**src/rtl/req_ack_multibeat_sender.sv**
```systemverilog
// Buffers wide words in a small FIFO and sends each one as BEATS narrow beats over a 2-phase req/ack link.
// Optional ack watchdog: define REQ_ACK_TIMEOUT_EN to build the ack_timeout counter.
module req_ack_multibeat_sender #(
  parameter int DOUT_W      = 32,
  parameter int BEATS       = 2,
  parameter int FIFO_DEPTH  = 4,
  parameter int TIMEOUT_CYC = 1024,
  localparam int DIN_W      = DOUT_W * BEATS,
  localparam int LVL_W      = $clog2(FIFO_DEPTH + 1)
) (
  input  logic              clk,
  input  logic              rstn,
  input  logic [DIN_W-1:0]  din,
  input  logic              valid,
  output logic              available,
  output logic [LVL_W-1:0]  level,
  output logic              request,
  input  logic              acknowledge,
  output logic [DOUT_W-1:0] dout,
  output logic              ack_timeout
);

  localparam int PTR_W = $clog2(FIFO_DEPTH);
  localparam int CNT_W = (BEATS > 1) ? $clog2(BEATS) : 1;

  if (BEATS < 1 || FIFO_DEPTH < 2 || (FIFO_DEPTH & (FIFO_DEPTH - 1)) != 0 || TIMEOUT_CYC < 2) begin : g_param_check
    $error("req_ack_multibeat_sender: illegal parameter combination");
  end

  // Handshake: a word enters on valid & available; each request toggle offers one
  // beat on dout, and the matching acknowledge toggle releases the next beat.
  typedef enum logic {IDLE = 1'b0, WAIT_ACK = 1'b1} state_t;
  state_t state_q, state_d;

  logic [DIN_W-1:0]  mem [FIFO_DEPTH];
  logic [PTR_W-1:0]  wr_ptr, rd_ptr;
  logic [CNT_W-1:0]  beat_cnt, beat_cnt_d;
  logic [LVL_W-1:0]  level_d;
  logic [DOUT_W-1:0] beat_data;
  logic              ack_s1, ack_s2, ack_d, ack_pulse;
  logic              push, pop, send;

  assign push      = valid & available;
  assign ack_pulse = ack_s2 ^ ack_d;

  always_comb begin
    state_d    = state_q;
    beat_cnt_d = beat_cnt;
    send       = 1'b0;
    pop        = 1'b0;
    case (state_q)
      IDLE: begin
        if (level != '0) begin
          send       = 1'b1;
          beat_cnt_d = '0;
          state_d    = WAIT_ACK;
        end
      end
      WAIT_ACK: begin
        if (ack_pulse) begin
          if (beat_cnt == CNT_W'(BEATS - 1)) begin
            pop        = 1'b1;
            beat_cnt_d = '0;
            state_d    = IDLE;
          end else begin
            send       = 1'b1;
            beat_cnt_d = beat_cnt + 1'b1;
          end
        end
      end
      default: state_d = IDLE;
    endcase
  end

  // MSB-first beat selection from the head word.
  always_comb begin
    beat_data = '0;
    beat_data = DOUT_W'(mem[rd_ptr] >> ((BEATS - 1 - int'(beat_cnt_d)) * DOUT_W));
  end

  always_comb begin
    level_d = level;
    case ({push, pop})
      2'b10:   level_d = level + 1'b1;
      2'b01:   level_d = level - 1'b1;
      default: level_d = level;
    endcase
  end

  always_ff @(posedge clk or negedge rstn) begin
    if (!rstn) begin
      state_q   <= IDLE;
      beat_cnt  <= '0;
      level     <= '0;
      available <= 1'b1;
      wr_ptr    <= '0;
      rd_ptr    <= '0;
      request   <= 1'b0;
      dout      <= '0;
      ack_s1    <= 1'b0;
      ack_s2    <= 1'b0;
      ack_d     <= 1'b0;
    end else begin
      state_q   <= state_d;
      beat_cnt  <= beat_cnt_d;
      level     <= level_d;
      available <= (level_d < LVL_W'(FIFO_DEPTH));
      if (push) wr_ptr <= wr_ptr + 1'b1;
      if (pop)  rd_ptr <= rd_ptr + 1'b1;
      if (send) begin
        request <= ~request;
        dout    <= beat_data;
      end
      ack_s1 <= acknowledge;
      ack_s2 <= ack_s1;
      ack_d  <= ack_s2;
    end
  end

  always_ff @(posedge clk) begin
    if (push) mem[wr_ptr] <= din;
  end

`ifdef REQ_ACK_TIMEOUT_EN
  localparam int TO_W = $clog2(TIMEOUT_CYC + 1);
  logic [TO_W-1:0] to_cnt;

  // Saturating wait counter; the flag is sticky and nothing is retransmitted.
  always_ff @(posedge clk or negedge rstn) begin
    if (!rstn) begin
      to_cnt      <= '0;
      ack_timeout <= 1'b0;
    end else if (send) begin
      to_cnt <= '0;
    end else if (state_q == WAIT_ACK && to_cnt != TO_W'(TIMEOUT_CYC)) begin
      to_cnt <= to_cnt + 1'b1;
      if (to_cnt == TO_W'(TIMEOUT_CYC - 1)) ack_timeout <= 1'b1;
    end
  end
`else
  assign ack_timeout = 1'b0;
`endif

endmodule

```
**config.mk**
```make
export PLATFORM = sky130hd
export DESIGN_NAME = req_ack_multibeat_sender
export DESIGN_NICKNAME = d
export VERILOG_FILES = /design/src/rtl/req_ack_multibeat_sender.sv
export SDC_FILE = /design/constraint.sdc
export NUM_CORES = 1
export LEC_CHECK = 0
export CORE_MARGIN = 2
export CORE_UTILIZATION = 30
export CTS_CLUSTER_SIZE = 40
export DETAILED_ROUTE_END_ITERATION = 10
export GPL_TIMING_DRIVEN = 0
export HOLD_SLACK_MARGIN = 0.15
export SETUP_SLACK_MARGIN = 0.4
export SKIP_LAST_GASP = 1
export SYNTH_ARGS = -nofsm -noshare
export SYNTH_HDL_FRONTEND = slang
export SYNTH_SLANG_ARGS = --single-unit
```
**constraint.sdc**
```tcl
create_clock -name clk -period 4.8 [get_ports clk]
set_clock_uncertainty 0.15 [all_clocks]
set_input_delay 0.96 -clock clk [delete_from_list [all_inputs] [get_ports clk]]
set_output_delay 0.96 -clock clk [all_outputs]
set_load 0.02 [all_outputs]
```
**Yosys cells after proc, flatten, opt, wreduce, memory -nomap -nowiden**

Memories as Yosys holds them, arrays and structs flattened.
Index checks and enable logic that the tools add are counted.

- Flip-flop bits (word level): 46
- Output and inout port bits: 38
- Memory bits (writable): 256
- Memories: 1

- Reductions and logical operators: 1
- Muxes and demuxes: 16
- Add/sub/neg operators: 6
- Equal/unequal tests: 2
- Shift operators: 1
- $lt $le $gt $ge: 1
- Bitwise operators: 4

Memories:

| name | depth | bits a word | read ports | clocked after Yosys merged registers in | write ports | line | source |
|---|---|---|---|---|---|---|---|
| mem | 4 | 64 | 1 | 0 | 1 | 35 | `logic [DIN_W-1:0] mem [FIFO_DEPTH];` |

Operator list:

| kind | number |
|---|---|
| 64-bit by 32-bit >> shifter with 32-bit output | 1 |
| 1-bit 2-to-1 mux | 12 |
| 1-bit case mux with 2 select lines | 3 |
| 3-bit case mux with 2 select lines | 1 |
| 2-bit by 1-bit adder with 2-bit output, second input constant | 2 |
| 3-bit by 1-bit adder with 3-bit output, second input constant | 1 |
| 3-bit less-than comparator, second input constant | 1 |
| 3-bit nonzero test | 1 |
| 3-bit by 1-bit subtractor with 3-bit output, second input constant | 1 |
| 2-bit by 1-bit == test with 1-bit output, second input constant | 1 |
| 2-bit == test, second input constant | 1 |
| 1-bit inverter | 2 |
| 1-bit by 1-bit subtractor with 2-bit output, first input constant | 1 |
| 1-bit adder, second input constant | 1 |
| 1-bit AND | 1 |
| 1-bit bitwise XOR | 1 |

**Depth between registers and ports, before layout**

Gate-level depths: netlist of run 1.

- Depth after elaboration: 6
- Mapped depth: 10
- Depth with buffers taken out: 9

**Worst setup path before layout of run 1**

OpenSTA, ideal clock, no wires.

- Kind: in2reg
- Start point: input port valid
- End point: memory mem[0][0] in the netlist's numbering, enable pin
- Setup time: 0.429 ns
- Path buffers: 0
- Stages on the path: 1
- Slack: 1.706 ns
- Arrival: 2.515 ns
- Path through: and3_1

- Cells in the longest elaborated chain, start to end: 3

RTL lines:

| what | line | source |
|---|---|---|
| from (decl) | 14 | `input logic valid,` |
| 1-bit AND | 43 | `assign push = valid & available;` |
| 1-bit 2-to-1 mux | 121 | `if (push) mem[wr_ptr] <= din;` |
| 1-bit 2-to-1 mux (implied by the code) | 121 |  |
| to (decl) | 35 |  |

No other way between the ends.

**Worst setup path in the final report of run 1**

- Start point: register available
- End point: output port available

RTL lines:

| what | line | source |
|---|---|---|
| from (decl) | 15 | `output logic available,` |
| from (signal assigned) | 107 | `available <= (level_d < LVL_W'(FIFO_DEPTH));` |

No word-level cell between the ends.

==> results of run 1 <==
## logic make-up (layout without fill, tap and decap cells)
kind of cell,count (synthesis),count (layout)
adder cells (fa/ha/maj),8,8
XOR/XNOR,8,8
multiplexers,99,99
other,1,1
flip-flops,302,302
AO/OA/AOI/OAI,33,33
buffers and inverters,31,202
AND/OR/NAND/NOR,43,43
## layout by cell type, fill, tap and decap left out
cell type and count:
clkinv_8 1, buf_4 1, dfrtp_1 45, buf_2 9, mux4_2 64, inv_6 2
mux2i_4 1, buf_16 4, mux2i_1 32, nor4_1 1, nand2_1 2, and3_4 4
clkinv_1 4, clkbuf_1 25, nor2_1 34, xor2_1 4, or4b_4 1, conb_1 1
clkbuf_8 1, buf_6 3, clkinv_2 5, clkbuf_16 34, edfxtp_1 256, bufinv_16 3
ha_1 7, buf_12 1, and2_1 1, mux2_2 2, clkdlybuf4s50_1 103, fa_1 1
buf_1 1, a21oi_1 33, xnor2_1 4, dfstp_2 1, inv_1 5
## power groups by stage
stage / Combinational [mW] / Sequential [mW] / Clock [mW]
after floorplan: 1.67 / 3.80 / 0
final: 2.86 / 3.59 / 2.49
after global routing: 3.13 / 3.65 / 2.67
after CTS: 2.96 / 3.61 / 2.57
after global placement: 2.87 / 3.69 / 0
after detailed placement: 2.95 / 3.66 / 0
## state kept, by name, indices dropped and copies added, names as in the netlist, named ones only
name and cells:
mem 256, ack_d 1, dout 32, rd_ptr 2, state_q 1, available 1, ack_s1 1, ack_s2 1
request 1, wr_ptr 2, level 2, beat_cnt 1
## worst max path at each step
| stage | startpoint | to | cells past startpoint | slack [ps] |
|---|---|---|---|---|
| CTS | available | available | 1 | 1940 |
| detailed placement | valid | available | 8 | 1770 |
| global route | ack_s2 | dout[27] | 8 | 1900 |
| global placement | valid | mem[3][48] | 2 | -270 |
| floorplan | valid | mem[0][0] | 1 | 1710 |
| finish | available | available | 1 | 1980 |
## through the flow
stage               instance area, µm²  utilization (%)
floorplan                        11330                -
detailed placement               13160            35.18
global route                     14230            38.05
CTS                              14230            38.05
global placement                 13010            34.79
finish                           14230            38.05
## per-layer routing
metal  up-vias  wire (µm)
li1       2408          -
met1      2811      10780
met2       129      11830
met3        41       1226
met4         2        505
met5         -          8
## cell type report
cell class / count / area [µm²]
plain buffers: 26 / 133.9
clock buffers: 47 / 909.6
clock inverters: 15 / 163.9
fillers: 3448 / 23170
inverters: 5 / 18.77
multi-input cells: 192 / 2360
flip-flops and latches: 302 / 8840
well taps: 511 / 639.4
repair buffers: 109 / 1166
==> qor.yml, run 1 <==
grt_pass1_wl_um: 36000
fp.dieArea_um2: 39340
busiest_layer: "met2"
syn_inst: 525
path_clk_slew_ps: 60
synth_top_family_by_area: "multiplexers"
final_antenna_net_count: 0
ys.flop_type: "edfxtp_1"
drtIter0Drc: 280
p_int_mw: 6.212
netlist_area_um2: 11330
ys_top_cells_by_area: "edfxtp_1 68%, mux4_2 13%, dfrtp_1 9.9%, mux2i_1 2.8%, a21oi_1 1.5%"
maxSlewViolCount: 0
power_density_nw_per_um2: 628.5
slowest_delay_ps: 630
ios: 106
crit_slowest_cell: "clkdlybuf4s50_1"
p_total_mw: 8.944
seq_power_share_pct: 40.2
required_ps: 3690
fin_nets: 746
avgSynthCellArea_um2: 21.58
wire_per_inst_um: 20.17
setup.worst_path.end_class: "output pin"
setup_viol: 0
routed_wl_um: 24340
diodes: 0
holdPathStages: 0
p_sw_share_pct: 30.54
worstHoldStart: "ack_s1"
yosysWarningCount: 0
combPwrFrac_pct: 31.9
holdWs_ps: 249.2
overflow: 0
crit_chain: "clkdlybuf4s50_1"
cts_tree: "yes"
h-tree-depth: 2
hold_path_end: "ack_s2"
tightest_slew_ps: 823.2
synth_mux_area_share_pct: 15.94
use_met2_pct: 20.95
finalSetupTns_ps: 0
setup.worst_path.class: "flip-flop to output pin"
clockBufferDepth: 3
reg2regPathDepth: 7
worstPathMaxFanout: 6
die-width_um: 198.4
fin_ws_ps: 1979
synthTopCellsByCount: "256 x edfxtp_1, 64 x mux4_2, 45 x dfrtp_1"
rows: 71
core-area_um2: 37400
cts.sinks: 302
synth-simple-area-share_pct: 1.645
ir_drop_mv: 0.2706
rrSetupSlack_ps: 2140
fmax_ghz: 0.3545
synth_edf_count: 256
io_buffers: 104
synthAdderAreaFrac_pct: 0.9495
synth_cell_types: 25
netlist.area_leader.share_pct: 67.84
grt_pass1_vias: 5709
yosysTopAreaCell: "edfxtp_1"
grt_use_total_pct: 12.62
reg2reg_to: "dout[26]"
syn_nets: 601
switchingPower_mw: 2.731
cts_inserted_buffers: 34
fin_cells: 1207
first_pass_iters: 4
synth-seq-cells: 302
met3_usage_pct: 2.657
drc_errors: 0
die_height_um: 198.4
start_kind: "flip-flop"
async_flop_share_pct: 15.23
cts_hold_buf: 0
status: "finished clean"
avgViaCountPerCell: 4.466
min_path_type: "flip-flop to flip-flop"
arrival_ps: 1710
yosysSeqAreaShare_pct: 78.01
cp_top_family: "buffers and inverters"
layout_min_cycle_time_ps: 2821
grt_antenna_before_repair: 1
worstSkewPairLatency_ps: 510
vias: 5391
grt_max_degree: 37
area_growth_pct: 25.58
grt_use_met1_pct: 16.68
synth-compound-area-share_pct: 1.457
p_leak_nw: 4.739
cts-root-buf: "clkbuf_16"
synth_xor_area_share_pct: 0.6183
initial_core_util_pct: 30.30
slew_headroom_pct: 45.12
gp_congestion: 0.6774
dp.cells: 1145
dp_slack_ps: 1768
postCtsSetupBuffers: 0
drive_gt1_share_pct: 19.68
r2r_start: "ack_s2"
cts_resized: 0
synthMostInstantiatedCell: "edfxtp_1"
drv_cap: 0
dp_hpwl_um: 14930
power_frac_clock_pct: 27.9
cp_num_buf_inv: 1
post-route-period-util_pct: 58.78
rsz0062_at_grt: "false"
hold_viol_final: 0
(Power assumes the default switching activity.)
==> run 2: changes to the inputs <==
- clock period: 4.8 -> 2.9 ns (I/O delays scaled with it)
==> qor.yml, run 2 (synthesis results as in run 1) <==
cts_inserted_buffers: 34  # unchanged
routed_wl_um: 24340  # about the same
fmax_ghz: 0.4115
largestRegisters: "mem (256), dout (32)"
rsz0062_at_grt: "true"
h-tree-depth: 2  # unchanged
required_ps: 2170  # -1520 ps
status: "finished clean"
maxSlewViolCount: 0  # unchanged
die_height_um: 198.4  # unchanged
fp.dieArea_um2: 39340  # unchanged
worstPathMaxFanout: 6  # unchanged
layout_min_cycle_time_ps: 2430
p_sw_share_pct: 30.37  # -0.17 points
area_growth_pct: 25.73
combPwrFrac_pct: 32.0  # about the same
dpl_cell_area_um2: 13150  # about the same
p_leak_nw: 4.763  # +0.52%
setup_viol: 0  # unchanged
drtIter0Drc: 247  # -12%
drc_errors: 0  # unchanged
crit_chain: "clkdlybuf4s50_1"
final_antenna_net_count: 0  # unchanged
ios: 106  # unchanged
setup.worst_path.class: "flip-flop to output pin"
initial_core_util_pct: 30.30  # unchanged
crit_slowest_cell: "clkdlybuf4s50_1"
gp_congestion: 0.6493  # -4.1%
grt_use_total_pct: 12.81  # +0.19 points
clockBufferDepth: 3  # unchanged
slew_headroom_pct: 43.35  # -1.8 points
postCtsSetupBuffers: 0  # unchanged
switchingPower_mw: 4.494  # +65%
cp_num_buf_inv: 1  # unchanged
cts.sinks: 302  # unchanged
finalSetupTns_ps: 0  # unchanged
worstSkewPairLatency_ps: 500  # about the same
stdcell_area_um2: 14250  # +0.11%
hold_viol_final: 0  # unchanged
grt_antenna_before_repair: 2  # +1
grt_pass1_wl_um: 36780  # +2.2%
layout_commonest_cell: "edfxtp_1"
min_path_type: "flip-flop to flip-flop"
path_clk_slew_ps: 60  # about the same
cts_tree: "yes"
first_pass_iters: 4  # unchanged
avgViaCountPerCell: 4.499  # +0.73%
dp_hpwl_um: 14930  # about the same
ir_drop_mv: 0.4635  # +71%
setup.worst_path.end_class: "output pin"
drv_cap: 0  # unchanged
core-area_um2: 37400  # unchanged
slowest_delay_ps: 630  # about the same
fin_nets: 747  # +0.13%
layout_common_cells: "256 x edfxtp_1, 103 x clkdlybuf4s50_1, 64 x mux4_2, 45 x dfrtp_1, 35 x clkbuf_16"
vias: 5417  # +0.48%
power_frac_clock_pct: 27.8  # about the same
grt_max_degree: 37  # unchanged
tightest_slew_ps: 849.7  # +26.53 ps
cp_top_family: "buffers and inverters"
largest_reg_flops: 256  # unchanged
overflow: 0  # unchanged
p_int_mw: 10.30  # +66%
seq_power_share_pct: 40.2  # about the same
cts-root-buf: "clkbuf_16"
wire_per_inst_um: 20.21  # +0.23%
die-width_um: 198.4  # unchanged
post-route-period-util_pct: 83.80
rows: 71  # unchanged
drive_gt1_share_pct: 21.39  # +1.7 points
arrival_ps: 1700  # about the same
start_kind: "flip-flop"
io_buffers: 104  # unchanged
power_density_nw_per_um2: 1038  # +65%
grt_pass1_vias: 5882  # +3.0%
largest_register: "mem"
run 2: per-stage QoR:
step	setup WS (ps)	total power [mW]	cells	hold WS (ps)	utilization [%]
after CTS	431.2	15.09	1203	249.8	38.07
final	469.7	14.79	1204	247.1	38.10
after detailed placement	162.4	10.92	1145	215.0	35.16
after global routing	351.5	15.64	1203	258.3	38.09
after floorplan	679.0	9.035	525	134.4	-
after global placement	-873.1	10.80	1140	232.7	34.81
run 2: power groups by stage:
stage | sequential (mW) | combinational, mW | clock [mW]
after floorplan | 6.27 | 2.76 | 0
after global placement | 6.06 | 4.74 | 0
after detailed placement | 6.05 | 4.86 | 0
after CTS | 5.97 | 4.88 | 4.24
after global routing | 6.04 | 5.19 | 4.42
final | 5.95 | 4.73 | 4.12
run 2: metal layers:
metal	track usage (%)	wire [µm]	part of all wire, %	up-vias
met2	21.30	11960	49	120
met4	3.286	430	1.8	2
met1	17.04	10740	44	2837
met3	2.827	1188	4.9	43
li1	-	-	-	2415
met5	0	13	0.053	-
run 2: worst reg2reg max path: cells and delay by family (launching register included):
family        cells  cell delay [ps]
fa+ha+maj         3              770
buf+inv           2              220
xor+xnor          3              520
simple gates      2              270
flops             1              380
run 2: what timing repair did:
item	4_1_cts	5_1_grt
resized for setup	5	6
pin swaps	0	0
cloned	0	0
hold buffers	1	0
hold endpoints to repair	19	0
setup endpoints to repair	32	35
run 2: path summary, 6_finish.rpt:
kind,to,cells after the start,slack (ps),from
worst min-delay path,ack_s2,0,250,ack_s1
worst max-delay path,available,1,470,available
max in group asynchronous,available,3,1440,rstn
worst min register to register,ack_s2,0,250,ack_s1
min in group asynchronous,dout[11],2,500,rstn
worst max register to register,available,10,530,ack_d
run 2: final cells by class:
class                   instances  area, µm²
inverters                       5      18.77
well taps                     511      639.4
flip-flops and latches        302       8840
clock buffers                  44      949.7
clock inverters                13      121.4
repair buffers                110       1169
diodes                          1      2.502
plain buffers                  26      145.1
multi-input cells             192       2362
fillers                      3456      23150
==> run 3: changes to the inputs <==
- clock period: 2.9 -> 2.2 ns (I/O delays scaled with it)
==> qor.yml, run 3 (synthesis results as in run 1) <==
status: "finished, violations left"
violations: "setup timing"
reg2reg_to: "available"
tightest_slew_ps: 792.7  # -57.08 ps
dp.cells: 1141  # -0.35%
fin_cells: 1229  # +2.1%
drtIter0Drc: 340  # +38%
p_leak_nw: 4.954  # +4.0%
layout_common_cells: "256 x edfxtp_1, 66 x clkdlybuf4s50_1, 64 x mux4_2, 42 x dfrtp_1, 34 x clkbuf_16"
drv_cap: 0  # unchanged
fin_nets: 768  # +2.8%
rows: 71  # unchanged
worstPathMaxFanout: 10  # +4
setup.worst_path.class: "primary input to flip-flop"
final_antenna_net_count: 0  # unchanged
fin_ws_ps: -66.66  # -536.4 ps
ios: 106  # unchanged
rsz0062_at_grt: "true"
fmax_ghz: 0.4412
arrival_ps: 2540  # +840 ps
required_ps: 2470  # +300 ps
stdcell_area_um2: 14610  # +2.5%
wire_per_inst_um: 21.10  # +4.4%
grt_pass1_wl_um: 37780  # +2.7%
rrSetupSlack_ps: -50  # -580 ps
min_path_type: "flip-flop to flip-flop"
largest_reg_flops: 256  # unchanged
cts_inserted_buffers: 34  # unchanged
grt_pass1_vias: 5882  # unchanged
first_pass_iters: 4  # unchanged
path_clk_slew_ps: 60  # about the same
io_buffers: 104  # unchanged
h-tree-depth: 2  # unchanged
fp.dieArea_um2: 39340  # unchanged
cts_tree: "yes"
ir_drop_mv: 0.6649  # +43%
dp_hpwl_um: 14130  # -5.4%
largest_register: "mem"
hold_path_end: "ack_s2"
core-area_um2: 37400  # unchanged
setup.worst_path.end_class: "flip-flop"
die_height_um: 198.4  # unchanged
overflow: 0  # unchanged
initial_core_util_pct: 30.30  # unchanged
cts.sinks: 302  # unchanged
slowest_delay_ps: 770  # +140 ps
die-width_um: 198.4  # unchanged
worstHoldStart: "ack_s1"
drc_errors: 0  # unchanged
slew_headroom_pct: 47.16  # +3.8 points
maxSlewViolCount: 0  # unchanged
avgViaCountPerCell: 4.513  # +0.32%
hold_viol_final: 0  # unchanged
routed_wl_um: 25930  # +6.6%
grt_max_degree: 65  # +76%
start_kind: "primary input"
holdPathStages: 0  # unchanged
grt_use_total_pct: 13.30  # +0.49 points
largestRegisters: "mem (256), dout (32)"
drive_gt1_share_pct: 31.34  # +9.9 points
setup_viol: 2  # +2
vias: 5547  # +2.4%
dpl_cell_area_um2: 13070  # -0.59%
post-route-period-util_pct: 103.0
crit_chain: "clkdlybuf4s50_1 -> nand2_1 -> ha_4 -> fa_2 -> xnor2_2 -> nor2_2 -> xor2_1 -> inv_1"
cp_num_buf_inv: 2  # +1
power_density_nw_per_um2: 1410  # +36%
r2r_start: "ack_d"
layout_commonest_cell: "edfxtp_1"
layout_min_cycle_time_ps: 2267
cp_top_family: "buffers and inverters"
crit_slowest_cell: "clkdlybuf4s50_1"
cts-root-buf: "clkbuf_16"
area_growth_pct: 28.88
reg2regPathDepth: 10  # unchanged
gp_congestion: 0.6546  # +0.82%
diodes: 0  # -1
clockBufferDepth: 3  # unchanged
grt_antenna_before_repair: 0  # -2
worstSkewPairLatency_ps: 510  # about the same
## run 3: per-layer routing
layer,vias to the layer above,global-route usage [%],share of wire (%)
li1,2466,-,-
met1,2924,18.03,45
met2,120,22.07,49
met3,37,2.589,4.7
met4,0,3.258,1.7
met5,-,0,0
## run 3: timing repair
item                                   CTS  global route
setup endpoints to repair              330           309
gates resized for setup                156            41
hold buffers                             1             0
pin swaps                                4            11
endpoints found under the hold margin   17             0
gates cloned                             6             2
setup buffers                           12             5
## run 3: power by group
| part | switching, mW | leakage, nW | internal [mW] |
|---|---|---|---|
| Combinational | 3.74 | 1.57 | 3.49 |
| Sequential | 0.429 | 2.84 | 7.42 |
| Clock | 2.21 | 0.541 | 3.31 |
| Total | 6.37 | 4.95 | 14.2 |
## run 3: worst max path at each step
stage                from  cells after the start   endpoint  slack (ps)
global route        ack_d                     10  available        -180
CTS                 ack_d                     10  available         -10
finish              valid                      8  available         -70
global placement     rstn                      1   level[1]       -1560
floorplan           ack_d                     10  available          60
detailed placement  ack_d                      8   dout[14]        -590
## run 3: cell type report
| cell class | count | area (µm²) |
|---|---|---|
| buffer | 26 | 244.0 |
| sequential | 302 | 8843 |
| timing repair buffer | 126 | 1235 |
| clock inverter | 15 | 148.9 |
| inverter | 5 | 18.77 |
| tap | 511 | 639.4 |
| clock buffer | 47 | 959.7 |
| fill | 3401 | 22790 |
| multi-input combinational | 197 | 2516 |
## run 3: metrics by stage
step	power, mW	setup WS (ps)	TNS, ps	utilization (%)	hold WS, ps
floorplan	11.95	63.79	0	-	-5.591
global placement	14.25	-1563	-167650	34.91	196.6
detailed placement	14.36	-594.2	-102670	34.95	200.3
CTS	20.71	-13.80	-59.16	38.83	216.6
global route	21.66	-182.9	-820.9	39.05	225.9
finish	20.59	-66.66	-93.60	39.05	223.3
